<file path="src/rtl/nist_health_monitor.sv">
// rtl/nist_health_monitor.sv - windowed failure-event health monitor for NIST test stages
module nist_health_monitor #(
  parameter int WIN_LOG    = 10,
  parameter int FAIL_TH    = 2,
  parameter int WARMUP_WIN = 1
) (
  input  logic       clk,
  input  logic       rstn,
  input  logic [3:0] err_in,
  input  logic [3:0] test_mask,
  input  logic       clr_alarm,
  output logic [3:0] fail_flags,
  output logic       warn,
  output logic       alarm,
  output logic [1:0] state
);

  typedef enum logic [1:0] {
    ST_WARMUP  = 2'b00,
    ST_MONITOR = 2'b01,
    ST_WARN    = 2'b10,
    ST_ALARM   = 2'b11
  } state_e;

  localparam logic [3:0] FAIL_TH_L   = 4'(FAIL_TH);
  localparam logic [1:0] WARMUP_LAST = 2'(WARMUP_WIN - 1);

  state_e             state_q, state_d;
  logic [WIN_LOG-1:0] win_cnt_q;
  logic [3:0]         total_q, total_d;
  logic [1:0]         wu_cnt_q, wu_cnt_d;
  logic [3:0]         flags_q, flags_d;
  logic [3:0]         err_q;

  logic [3:0] ev;
  logic [2:0] ev_cnt;
  logic [4:0] sum_raw;
  logic [3:0] sum_sat;
  logic       win_end;
  logic       bad;

  // Rising-edge events gated by the current mask; history is kept unmasked
  assign ev      = err_in & ~err_q & test_mask;
  assign ev_cnt  = {2'b00, ev[0]} + {2'b00, ev[1]} + {2'b00, ev[2]} + {2'b00, ev[3]};
  assign sum_raw = {1'b0, total_q} + {2'b00, ev_cnt};
  assign sum_sat = (sum_raw > 5'd15) ? 4'd15 : sum_raw[3:0];
  assign win_end = &win_cnt_q;
  assign bad     = (sum_sat >= FAIL_TH_L);

  // Free-running window counter and err_in history
  always_ff @(posedge clk or negedge rstn) begin
    if (!rstn) begin
      win_cnt_q <= '0;
      err_q     <= '0;
    end else begin
      win_cnt_q <= win_cnt_q + WIN_LOG'(1);
      err_q     <= err_in;
    end
  end

  // State, window total, warmup count and sticky flags
  always_ff @(posedge clk or negedge rstn) begin
    if (!rstn) begin
      state_q  <= ST_WARMUP;
      total_q  <= '0;
      wu_cnt_q <= '0;
      flags_q  <= '0;
    end else begin
      state_q  <= state_d;
      total_q  <= total_d;
      wu_cnt_q <= wu_cnt_d;
      flags_q  <= flags_d;
    end
  end

  // Next-state logic: window evaluation, ALARM stickiness and clear handling
  always_comb begin
    state_d  = state_q;
    total_d  = total_q;
    wu_cnt_d = wu_cnt_q;
    unique case (state_q)
      ST_WARMUP: begin
        total_d = '0;
        if (win_end) begin
          wu_cnt_d = wu_cnt_q + 2'd1;
          if (wu_cnt_q == WARMUP_LAST) state_d = ST_MONITOR;
        end
      end
      ST_MONITOR: begin
        if (win_end) begin
          total_d = '0;
          if (bad) state_d = ST_WARN;
        end else begin
          total_d = sum_sat;
        end
      end
      ST_WARN: begin
        if (win_end) begin
          total_d = '0;
          state_d = bad ? ST_ALARM : ST_MONITOR;
        end else begin
          total_d = sum_sat;
        end
      end
      ST_ALARM: begin
        if (clr_alarm) begin
          state_d = ST_MONITOR;
          total_d = '0;
        end else if (win_end) begin
          total_d = '0;
        end else begin
          total_d = sum_sat;
        end
      end
    endcase
  end

  // Sticky per-test flags; a clear beats a coincident event
  always_comb begin
    flags_d = flags_q;
    if (clr_alarm) begin
      flags_d = '0;
    end else if (state_q != ST_WARMUP) begin
      flags_d = flags_q | ev;
    end
  end

  assign state      = state_q;
  assign warn       = (state_q == ST_WARN);
  assign alarm      = (state_q == ST_ALARM);
  assign fail_flags = flags_q;

endmodule

</file>
<file path="config.mk">
export PLATFORM = sky130hd
export DESIGN_NAME = nist_health_monitor
export DESIGN_NICKNAME = d
export VERILOG_FILES = /design/src/rtl/nist_health_monitor.sv
export SDC_FILE = /design/constraint.sdc
export NUM_CORES = 1
export LEC_CHECK = 0
export ABC_AREA = 1
export ABC_CLOCK_PERIOD_IN_PS = 2900
export CAP_MARGIN = 20
export CORE_ASPECT_RATIO = 0.6
export CORE_MARGIN = 2
export CORE_UTILIZATION = 57
export CTS_CLUSTER_DIAMETER = 100
export DETAILED_ROUTE_END_ITERATION = 8
export DONT_BUFFER_PORTS = 1
export PLACE_DENSITY = 0.79
export SYNTH_ARGS = -nofsm -noshare
export SYNTH_HDL_FRONTEND = slang
export SYNTH_SLANG_ARGS = --single-unit
</file>
<file path="constraint.sdc">
create_clock -name clk -period 2.9 [get_ports clk]
set_input_delay 0.29 -clock clk [delete_from_list [all_inputs] [get_ports clk]]
set_output_delay 0.29 -clock clk [all_outputs]
set_load 0.01 [all_outputs]
</file>
**Word level (Yosys, flattened, before mapping)**

Index checks and enable logic that the tools add are counted.
W data, S select, Z words.

- $add $sub $neg: 6
- Reductions and logical operators: 8
- $lt $le $gt $ge: 2
- Equality and inequality tests: 9
- Bitwise operators: 4
- Multiplexer cells: 14

Operator list:

| cell | count |
|---|---|
| $mux W4 | 5 |
| $mux W2 | 7 |
| $pmux W4 S3 | 1 |
| $reduce_and A11 Y1 | 1 |
| $add A10 B1 Y10 const B | 1 |
| $ne A2 B2 Y1 const B | 5 |
| $reduce_and A10 Y1 | 1 |
| $and A4 B4 Y4 | 2 |
| $pmux W2 S4 | 1 |
| $reduce_and A6 Y1 | 1 |
| $add A4 B3 Y5 | 1 |
| $gt A5 B4 Y1 const B | 1 |
| $eq A2 B2 Y1 const B | 2 |
| $ge A4 B2 Y1 const B | 1 |
| $logic_not A2 Y1 | 2 |
| $not A4 Y4 | 1 |
| $or A4 B4 Y4 | 1 |
| $reduce_bool A2 Y1 | 2 |
| $add A2 B1 Y3 | 1 |
| $add A3 B1 Y3 | 1 |
| $add A1 B1 Y2 | 1 |
| $add A2 B1 Y2 const B | 1 |
| $eq A2 B1 Y1 const B | 1 |
| $ne A2 B1 Y1 const B | 1 |
| $reduce_or A2 Y1 | 1 |

- Register bits: 26
- Output and inout bits: 8
- Logic and storage cells: 49

**Logic depth before layout (Yosys ltp)**

Gate-level depths: netlist of run 1.

- Depth after elaboration: 13
- Gate-level depth with buffers: 14
- Mapped depth without buffers: 14

**Worst setup path before layout of run 1**

Ideal clock, no wire load.

- Kind: reg-to-reg
- From: register err_q[0]
- To: register state_q[0] (netlist: state[0])
- Buffers on the path: 0
- Data arrival time: 2,475 ps
- Path slack: 360 ps
- Clock period less this slack: 2,540 ps
- Cell stages (with the launch flop): 15
- Required time: 2,835 ps
- Path through: dfrtp_1 nand3b_1 fa_1 fa_1 inv_1 fa_1 inv_1 nand2_1 nor2_1 nand2_1 nand2_1 nand2_2 nand2_1 nand2_1 nand2_1

- Word-level cells in the longest chain between the ends: 12

RTL lines:

| what | line | source |
|---|---|---|
| start, declared | 33 | `logic [3:0] err_q;` |
| start signal, assigned | 57 | `err_q <= err_in;` |
| $not A4 Y4 (*) | 43 | `assign ev = err_in & ~err_q & test_mask;` |
| $and A4 B4 Y4 (*) (2 in a row) | 43 |  |
| $add A1 B1 Y2 (*) | 44 | `assign ev_cnt = {2'b00, ev[0]} + {2'b00, ev[1]} + {2'b00, ev[2]} + {2'b00, ev[3]};` |
| $add A2 B1 Y3 (*) | 44 |  |
| $add A3 B1 Y3 (*) | 44 |  |
| $add A4 B3 Y5 (*) | 45 | `assign sum_raw = {1'b0, total_q} + {2'b00, ev_cnt};` |
| $gt A5 B4 Y1 | 46 | `assign sum_sat = (sum_raw > 5'd15) ? 4'd15 : sum_raw[3:0];` |
| $mux W4 (*) | 46 |  |
| $ge A4 B2 Y1 (*) | 48 | `assign bad = (sum_sat >= FAIL_TH_L);` |
| $ne A2 B2 Y1 (no source line) (*) | - |  |
| $reduce_and A6 Y1 (no source line) (*) | - |  |
| end signal, assigned | 69 | `state_q <= state_d;` |
| end, declared | 28 | `state_e state_q, state_d;` |

Every way passes the cells marked *; elsewhere a longest branch is shown, timed or not.
A chain may end at the register's enable or synchronous reset.

**Worst setup path in the final report of run 1**

Same ends and word-level chain as after synthesis.

==> results.md, run 1 <==
* CP arrival at just under 3 ns
* CTS tree: yes
* HP Class: in2reg
* Post-CTS setup buffers at 0
* Iter 0 DRT Violations at 64
* Pwr Density at ~470 nW/um^2
* Leak at slightly above 0.7 nW
* RSZ-0062 raised after global routing: false
* GP Congestion at about 0.77
* Fin. Hold Viols at 0
* Synth Cell Area at 1323 sq um
* Mapped Nets at roughly 160
* Final slew viol count at 0
* Fin crit period at roughly 2.7 ns
* Share of layout cells above drive strength 1 at a little over an eighth
* Die height at 41.31 um
* Grt total ovfl at 0
* Status: complete, no violations
* Post-Synthesis Cells at ~140
* Slew @ Worst Pin at approximately 0.26 ns
* WL/cell at 13.73 um
* Fin util at about two thirds
* Worst VDD drop at between 0.2 and 0.3 mV
* Area Growth Syn to Fin at 10.88%
* Slew margin rel. at roughly 83%
* CTS sink count at 26
* Setup TNS at 0 ns
* Setup CP Type: reg2reg
* CP max stage delay at roughly 0.53 ns
* Largest net degree at the start of global routing at 27
* Clock Skew at 0.005375 ns
* WP data required at approximately 3.1 ns
* Sequential fraction of the synthesis area at between 40% and 50%
* Synthesis-stage register bit count at 26
* Die X at approximately 66 um
* Post-Syn Area per Cell at 9.724 sq um
* Pre-antenna DRT Iters at 4
* DRC at 0
* Ys Warns at 0
* Final period util at approximately 94%
* CP Cell Sequence: nand3b_1 > fa_1 > fa_2 > inv_2 > fa_1 > inv_1 > nand2_1 > nor2_2 > nand2_1 > nand2_1 > nand2_2 > nand2_1 > nand2_1 > nand2_1
* Crit path capture type: flop
* Max Cap Viol at 0
* Routed WL at around 2400 um
* Number of fill cells in the layout at ~170
* All-layer global routing usage at between 10% and 20%
* Drt via density at approximately 5.0
* Critical path's slowest cell: fa_1
* Clock Tree Root: clkbuf_8
* Total die area at ~2700 sq um
* Setup WS post-layout at around 0.17 ns
* Buffers added on ports at 0
* Final #Nets at around 170
* Endpoints failing setup at 0
* Worst skew pair latency at 0.28 ns
* Vias at between 800 and 900
* Worst slack, placed at around 0.17 ns
* Vias in the first global route at 784
* Antenna-violating nets left at 0
* Bufs on Longest Clock Path at 2
* H-Tree Depth at 1
* Half-perimeter wire length after placement at 1720 um
* Row count at 13
* Commonest non-fill, non-tap cell in the layout: dfrtp_1
* Critical path's most frequent cell: nand2_1
* Worst-path maximum fanout at 3
* Starting Density at 60.68%
* Initial antenna violation count at 0
* First-pass GRT wire length at about 3600 um
* Crit start category: flop
* Most frequent cells in the layout: 26 x dfrtp_1, 22 x nand2_1, 19 x nor2_1
* Dpl cell area at 1360 sq um
* Synth cell types at 18
* CTS buffer count at 3
* Fin area at between 1000 and 1500 sq um
* Core area at ~2200 sq um
* N_diodes at 0
* Hold_ws at 0.02573 ns
* CTS clk-pin slew, worst paths at 0.09 ns
* FMAX at around 370 MHz
* I/O Pins at 19
-- flip-flops by register name, summed over array words and instances, names as in the netlist --
signal,cells
fail_flags,4
state,2
wu_cnt_q,2
err_q,4
win_cnt_q,10
total_q,4
-- timing repair --
action                                  4_1_cts  5_1_grt
resized for setup                             0        3
endpoints found under the setup margin        0        2
endpoints found under the hold margin        26        0
hold buffers                                  2        0
-- Yosys cell counts (all sizes together) --
cell type  instances  area share [%]
a21oi              5             1.9
clkinv             1            0.28
dfrtp             26              49
fa                 3             4.5
ha                 9             8.5
inv               18             5.1
nand2             25             7.7
nand3              9             4.4
nand3b             4             2.3
nor2              25             9.2
o21ai              1            0.38
xnor2              4             2.6
xor2               6             4.0
-- stage by stage --
step	total power, mW	cells
4_1_cts	0.6970	172
5_1_grt	0.7148	172
6_report	0.6938	172
3_5_place_dp	0.3828	166
2_1_floorplan	0.3804	136
3_3_place_gp	0.3825	166
-- cell type report --
type	count	area (sq um)	share of cell area [%]
Sequential cell	26	650.6	44.37
Clock inverter	1	30.03	2.048
Inverter	19	71.32	4.863
Timing Repair Buffer	2	30.03	2.048
Clock buffer	3	41.29	2.816
Multi-Input combinational cell	91	605.6	41.30
Tap cell	30	37.54	2.560
-- worst paths after layout --
path                              start           end  slack, ns  cells past startpoint
setup reg to reg               err_q[0]      state[0]       0.17                     14
hold / removal                err_in[2]      err_q[2]       0.03                      0
hold reg to reg            win_cnt_q[0]  win_cnt_q[0]       0.45                      1
min in group asynchronous          rstn  win_cnt_q[5]       0.42                      2
setup / recovery               err_q[0]      state[0]       0.17                     14
max in group asynchronous          rstn      state[1]       2.33                      2
-- cell families after synthesis --
family	Yosys count	synth area share [%]
flip-flops	26	49.20
adder cells (fa/ha/maj)	12	13.06
XOR/XNOR	10	6.622
buffers and inverters	19	5.393
AO/OA/AOI/OAI	6	2.270
AND/OR/NAND/NOR	63	23.46
-- worst max-delay path, delay by kind of cell (launching register included) --
family        cells  cell delay, ns
simple gates      9            0.79
fa+ha+maj         3            1.33
flops             1            0.37
buf+inv           2            0.17
-- routing by layer --
metal | vias to the layer above | GRT usage, % | share of wire (%)
met2 | 31 | 28.00 | 43
met4 | 0 | 12.76 | 2.2
met1 | 405 | 24.96 | 46
met3 | 6 | 8.871 | 8.8
met5 | - | 0 | 0
li1 | 425 | - | -
-- report_power, final --
group	total [mW]	internal, mW	switching [mW]
sequential	0.365	0.365	0.000533
combinational	0.0221	0.00872	0.0134
clock	0.306	0.185	0.121
Note: power is estimated with default switching activity, not from simulation.
==> run 2: changes to the inputs <==
--- a/config.mk
+++ b/config.mk
@@ -6,7 +6,7 @@
 export NUM_CORES = 1
 export LEC_CHECK = 0
 export ABC_AREA = 1
-export ABC_CLOCK_PERIOD_IN_PS = 2900
+export ABC_CLOCK_PERIOD_IN_PS = 3400
 export CAP_MARGIN = 20
 export CORE_ASPECT_RATIO = 0.6
 export CORE_MARGIN = 2
==> constraint.sdc (replaced) <==
create_clock -name clk -period 3.4 [get_ports clk]
set_input_delay 0.34 -clock clk [delete_from_list [all_inputs] [get_ports clk]]
set_output_delay 0.34 -clock clk [all_outputs]
set_load 0.01 [all_outputs]
==> run 2 against run 1 <==
Compared with the run above:
- core utilization decreased by 0.23 points
- global-route usage is 1.8 points lower
- largest cell class unchanged
- count of clock-buffer cells in the layout unchanged
- setup slack improved by 0.48 ns
- via count fell by 0.35%
- sequential power down 15%
- critical path depth unchanged
- combinational power down 20%
- critical endpoint unchanged
- non-clock buffer count did not move
- worst hold slack gained 0.064 ns
- maximum frequency is 0.80% lower
==> results.md, run 2 (same netlist as run 1, synthesis figures left out) <==
* Max reg flops at 10 (unchanged)
* Cell depth of the worst setup path at 14 (unchanged)
* Commonest non-fill, non-tap cell in the layout: dfrtp_1
* Area Growth Syn to Fin at 10.50%
* Fin cells at 172 (unchanged)
* CTS tree: yes
* Status: complete, no violations
* FF/Latch Area at 650.6 sq um (unchanged)
* R2R cell count at 14 (unchanged)
* First-pass GRT wire length at 3470 um (-3.5%)
* Met2 wire length at 934 um (-7.6%)
* Crit start category: flop
* M1 WL at 1082 um (-0.82%)
* Fin. Hold Viols at 0 (unchanged)
* Worst-path maximum fanout at 3 (unchanged)
* Fin crit period at 2.747 ns (+0.02191 ns)
* Final slew viol count at 0 (unchanged)
* CTS sink count at 26 (unchanged)
* Drt via density at 5.023 (-0.35%)
* Pwr Density at 399.3 nW/um^2 (-16%)
* Setup CP Type: reg2reg
* Most frequent cells in the layout: 26 x dfrtp_1, 22 x nand2_1, 20 x nor2_1
* Row count at 13 (unchanged)
* Critical path's slowest cell: fa_1
* N_diodes at 0 (unchanged)
* Starting Density at 60.68% (unchanged)
* Setup TNS at 0 ns (unchanged)
* Crit path capture type: flop
* Placed insts at 166 (unchanged)
* CP Cell Sequence: nand3b_1 > fa_1 > fa_1 > inv_1 > fa_1 > inv_1 > nand2_1 > nor2_1 > nand2_1 > nand2_1 > nand2_2 > nand2_1 > nand2_1 > nand2_1
* CP arrival at 2.96 ns (about the same)
* CP max stage delay at 0.50 ns (-0.03 ns)
* Worst skew pair latency at 0.27 ns (about the same)
* Routed WL at 2210 um (-6.4%)
* Core area at 2180 sq um (unchanged)
* Vias in the first global route at 768 (-2.0%)
* HP Class: in2reg
* Grt total ovfl at 0 (unchanged)
* Largest net degree at the start of global routing at 27 (unchanged)
* Buffers added on ports at 0 (unchanged)
* All-layer global routing usage at 17.94% (-1.8 points)
* Top routing layer used: met4
* RSZ-0062 raised after global routing: false
* FMAX at 364.0 MHz (-0.80%)
* I/O Pins at 19 (unchanged)
* Final #Nets at 166 (unchanged)
* Slew @ Worst Pin at 0.2681 ns (+0.006728 ns)
* Post-CTS resize count at 0 (unchanged)
* Biggest register: win_cnt_q
* Initial antenna violation count at 0 (unchanged)
* Routed met3 length at 187 um (-10%)
* Worst VDD drop at 0.2581 mV (+0.36%)
* Share of layout cells above drive strength 1 at 11.27% (-2.1 points)
* CTS buffer count at 3 (unchanged)
* Endpoints failing setup at 0 (unchanged)
* Final period util at 80.80% (-13 points)
* Hold_ws at 0.08980 ns (+0.06407 ns)
* DRC at 0 (unchanged)
* Vias at 864 (-0.35%)
* Antenna-violating nets left at 0 (unchanged)
* Number of fill cells in the layout at 175 (+1.2%)
* Setup WS post-layout at 0.6530 ns (+0.4781 ns)
* CTS clk-pin slew, worst paths at 0.09 ns (about the same)
* Clock Tree Root: clkbuf_8
* Worst slack, placed at 0.6793 ns (+0.5054 ns)
* Slew margin rel. at 82.13% (-0.45 points)
* Half-perimeter wire length after placement at 1676 um (-2.6%)
* Bufs on Longest Clock Path at 2 (unchanged)
* H-Tree Depth at 1 (unchanged)
* Clock Skew at 0.003034 ns (-0.002341 ns)
* Iter 0 DRT Violations at 78 (+22%)
* WP data required at 3.61 ns (+0.49 ns)
* Pre-antenna DRT Iters at 4 (unchanged)
* Leak at 0.7274 nW (+0.15%)
* Critical path's most frequent cell: nand2_1
* Critical path buffers and inverters at 2 (unchanged)
* GP Congestion at 0.7739 (about the same)
* Total die area at 2734 sq um (unchanged)
* Dpl cell area at 1360 sq um (unchanged)
* Max Cap Viol at 0 (unchanged)
* Multi-input gate area at 600.6 sq um (-0.83%)
* Fin area at 1461 sq um (-0.34%)
* WL/cell at 12.85 um (-6.4%)
* Hold Path Depth at 0 (unchanged)
* Die X at 66.19 um (unchanged)
* Die height at 41.31 um (unchanged)
* CP delay by family, top: adder cells
==> run 2: cell counts in the layout (fill, tap and decap cells not counted) <==
No cell type changed its count.
==> run 2: power breakdown <==
| part | total [mW] | leakage, nW | switching [mW] | internal, mW |
|---|---|---|---|---|
| Sequential | 0.312 | 0.340 | 0.000503 | 0.311 |
| Clock | 0.254 | 0.0357 | 0.0966 | 0.157 |
| Combinational | 0.0177 | 0.352 | 0.0108 | 0.00687 |
| Total | 0.584 | 0.727 | 0.108 | 0.476 |
==> run 2: final cells by class <==
| type | instances | area share (%) |
|---|---|---|
| Clock buffer | 3 | 2.825 |
| Sequential cell | 26 | 44.52 |
| Inverter | 19 | 4.880 |
| Timing Repair Buffer | 2 | 2.055 |
| Tap cell | 30 | 2.568 |
| Multi-Input combinational cell | 91 | 41.10 |
| Clock inverter | 1 | 2.055 |
==> run 2: metal layers <==
layer,global-route usage (%),vias to the layer above
li1,-,427
met1,24.91,400
met2,27.50,35
met3,6.989,2
met4,3.061,0
met5,0,-
==> run 2: final timing paths <==
path                              start           end  slack [ns]
max in group asynchronous          rstn  win_cnt_q[7]        2.77
hold / removal                err_in[3]      err_q[3]        0.09
hold reg to reg            win_cnt_q[0]  win_cnt_q[0]        0.45
min in group asynchronous          rstn  win_cnt_q[5]        0.48
setup / recovery               err_q[0]      state[0]        0.65
setup reg to reg               err_q[0]      state[0]        0.65
==> run 2: metrics by stage <==
| stage | utilization (%) | power (mW) |
|---|---|---|
| CTS | 67.05 | 0.5876 |
| global placement | 62.40 | 0.3263 |
| detailed placement | 62.40 | 0.3263 |
| floorplan | - | 0.3245 |
| global route | 67.05 | 0.6021 |
| finish | 67.05 | 0.5835 |
==> run 2: repair_timing <==
item / in CTS / in global routing
hold buffers: 2 / 0
setup buffers: 0 / 0
endpoints found under the hold margin: 26 / 0
==> run 3: changes to the inputs <==
--- a/config.mk
+++ b/config.mk
@@ -6,15 +6,15 @@
 export NUM_CORES = 1
 export LEC_CHECK = 0
 export ABC_AREA = 1
-export ABC_CLOCK_PERIOD_IN_PS = 3400
+export ABC_CLOCK_PERIOD_IN_PS = 2200
 export CAP_MARGIN = 20
 export CORE_ASPECT_RATIO = 0.6
 export CORE_MARGIN = 2
-export CORE_UTILIZATION = 57
+export CORE_UTILIZATION = 55
 export CTS_CLUSTER_DIAMETER = 100
 export DETAILED_ROUTE_END_ITERATION = 8
 export DONT_BUFFER_PORTS = 1
-export PLACE_DENSITY = 0.79
+export PLACE_DENSITY = 0.8
 export SYNTH_ARGS = -nofsm -noshare
 export SYNTH_HDL_FRONTEND = slang
 export SYNTH_SLANG_ARGS = --single-unit
==> constraint.sdc (replaced) <==
create_clock -name clk -period 2.2 [get_ports clk]
set_input_delay 0.22 -clock clk [delete_from_list [all_inputs] [get_ports clk]]
set_output_delay 0.22 -clock clk [all_outputs]
set_load 0.01 [all_outputs]
==> run 3 against run 2 <==
Compared with the run above:
- the run now ends with negative setup slack left
- sequential share of layout area is 3.4 points lower
- routed wire length is 14% higher
- power is 57% higher
- global-route usage is 2.4 points higher
- highest routed layer unchanged
- setup slack worse by 1.0 ns
- count of clock-buffer cells in the layout stayed put
- via count is 5.8% higher
- register-to-register slack worse by 1.0 ns
- critical path depth is 1 lower
==> results.md, run 3 (same netlist as run 1, synthesis figures left out) <==
* Worst skew pair latency at 0.27 ns (about the same)
* Placed insts at 168 (+1.2%)
* Grt total ovfl at 0 (unchanged)
* H-Tree Depth at 1 (unchanged)
* Power after layout at 0.9156 mW (+57%)
* Biggest register: win_cnt_q
* Setup WS post-layout at -0.3487 ns (-1.002 ns)
* FMAX at 392.4 MHz (+7.8%)
* Pwr Density at 578.0 nW/um^2 (+45%)
* Worst-path maximum fanout at 3 (unchanged)
* Max Cap Viol at 0 (unchanged)
* Clock Skew at 0.002369 ns (-0.0006646 ns)
* Total die area at 2826 sq um (+3.4%)
* I/O Pins at 19 (unchanged)
* Setup CP Type: reg2reg
* Half-perimeter wire length after placement at 1782 um (+6.3%)
* Worst VDD drop at 0.3255 mV (+26%)
* Hold_ws at 0.2747 ns (+0.1849 ns)
* Initial antenna violation count at 0 (unchanged)
* Core area at 2212 sq um (+1.5%)
* Clock Tree Root: clkbuf_8
* Fin. Hold Viols at 0 (unchanged)
* HP Class: in2reg
* Final period util at 115.8% (+35 points)
* CTS sink count at 26 (unchanged)
* Number of fill cells in the layout at 168 (-4.0%)
* Final #Nets at 176 (+6.0%)
* Vias at 914 (+5.8%)
* Final slew viol count at 0 (unchanged)
* Die X at 67.31 um (+1.7%)
* N_diodes at 0 (unchanged)
* Worst slack, placed at -0.4116 ns (-1.091 ns)
* Drt via density at 5.022 (about the same)
* DRC at 0 (unchanged)
* CTS buffer count at 3 (unchanged)
* Fin util at 71.61% (+4.6 points)
* Slew margin rel. at 82.06% (about the same)
* Fin crit period at 2.549 ns (-0.1983 ns)
* Share of layout cells above drive strength 1 at 19.74% (+8.5 points)
* Buffers added on ports at 0 (unchanged)
* CP arrival at 2.72 ns (-0.24 ns)
* RSZ-0062 raised after global routing: true
* First-pass GRT wire length at 4215 um (+21%)
* Die height at 41.99 um (+1.6%)
* Crit path capture type: flop
* Crit start category: flop
* Routed WL at 2527 um (+14%)
* Bufs on Longest Clock Path at 2 (unchanged)
* WL/cell at 13.88 um (+8.1%)
* Row count at 13 (unchanged)
* CTS clk-pin slew, worst paths at 0.09 ns (about the same)
* Endpoints failing setup at 3 (+3)
* Most frequent cells in the layout: 26 x dfrtp_1, 19 x nand2_1, 19 x nor2_1
* GP Congestion at 0.8577 (+11%)
* CTS tree: yes
* Fin cells at 182 (+5.8%)
* Fin area at 1584 sq um (+8.4%)
* Starting Density at 59.79% (-0.89 points)
* All-layer global routing usage at 20.31% (+2.4 points)
* Failing checks: negative setup slack
* Slew @ Worst Pin at 0.2663 ns (-0.001719 ns)
* Setup TNS at -0.7530 ns (-0.7530 ns)
* Leak at 0.7690 nW (+5.7%)
* Commonest non-fill, non-tap cell in the layout: dfrtp_1
* Status: finished, violations left
* Vias in the first global route at 941 (+23%)
* Pre-antenna DRT Iters at 4 (unchanged)
* Reg-to-reg slack, setup at -0.35 ns (-1.00 ns)
* Antenna-violating nets left at 0 (unchanged)
* Dpl cell area at 1378 sq um (+1.3%)
* WP data required at 2.37 ns (-1.24 ns)
* Largest net degree at the start of global routing at 27 (unchanged)
* Iter 0 DRT Violations at 51 (-35%)
* Max reg flops at 10 (unchanged)
* Area Growth Syn to Fin at 19.77%
[run 3: cell count changes in the layout (fill, tap and decap cells not counted), sizes merged]
cell         change
dlygate4sd3      +6
buf              +4
[run 3: cell type report]
type | instances | area [sq um] | share of cell area, %
repair buffers | 12 | 120.1 | 7.583
well taps | 30 | 37.54 | 2.370
clock inverters | 1 | 30.03 | 1.896
multi-input cells | 91 | 633.1 | 39.97
inverters | 19 | 71.32 | 4.502
clock buffers | 3 | 41.29 | 2.607
flip-flops and latches | 26 | 650.6 | 41.07
[run 3: critical path, cell delays in order (launching register included)]
cell and delay (ns):
dfrtp_1 0.36, nand3b_1 0.20, fa_1 0.49, fa_2 0.35, inv_2 0.07, fa_2 0.44, inv_2 0.08, nand2_2 0.06
nor2_4 0.08, nand2_1 0.05, nand2_1 0.07, nand2_2 0.07, nand3_1 0.07, nand2_1 0.06
[run 3: report_power, final]
group,internal [mW],leakage (nW),switching (mW)
Sequential,0.481,0.340,0.000556
Combinational,0.0212,0.394,0.0216
Clock,0.243,0.0357,0.148
[run 3: layer usage]
layer  GRT usage, %  routed length, um  share of wire (%)  vias to the layer above
li1               -                  -                  -                      443
met1          26.94               1163                 46                      444
met2          33.27               1187                 47                       25
met3          6.989                169                6.7                        2
met4          2.449                  7               0.28                        0
met5              0                  0                  0                        -
[run 3: final timing paths]
check	from	to	cells after the start
setup reg to reg	err_q[0]	state[0]	13
min in group asynchronous	rstn	win_cnt_q[7]	2
hold / removal	test_mask[0]	fail_flags[0]	4
max in group asynchronous	rstn	fail_flags[3]	2
setup / recovery	err_q[0]	state[0]	13
hold reg to reg	win_cnt_q[0]	win_cnt_q[0]	1
[run 3: what timing repair did]
action | in CTS | in global routing
hold buffers | 7 | 1
gates resized for setup | 2 | 7
pin swaps | 1 | 8
buffers inserted | 1 | 1
endpoints found under the hold margin | 33 | 1
setup endpoints to repair | 6 | 6
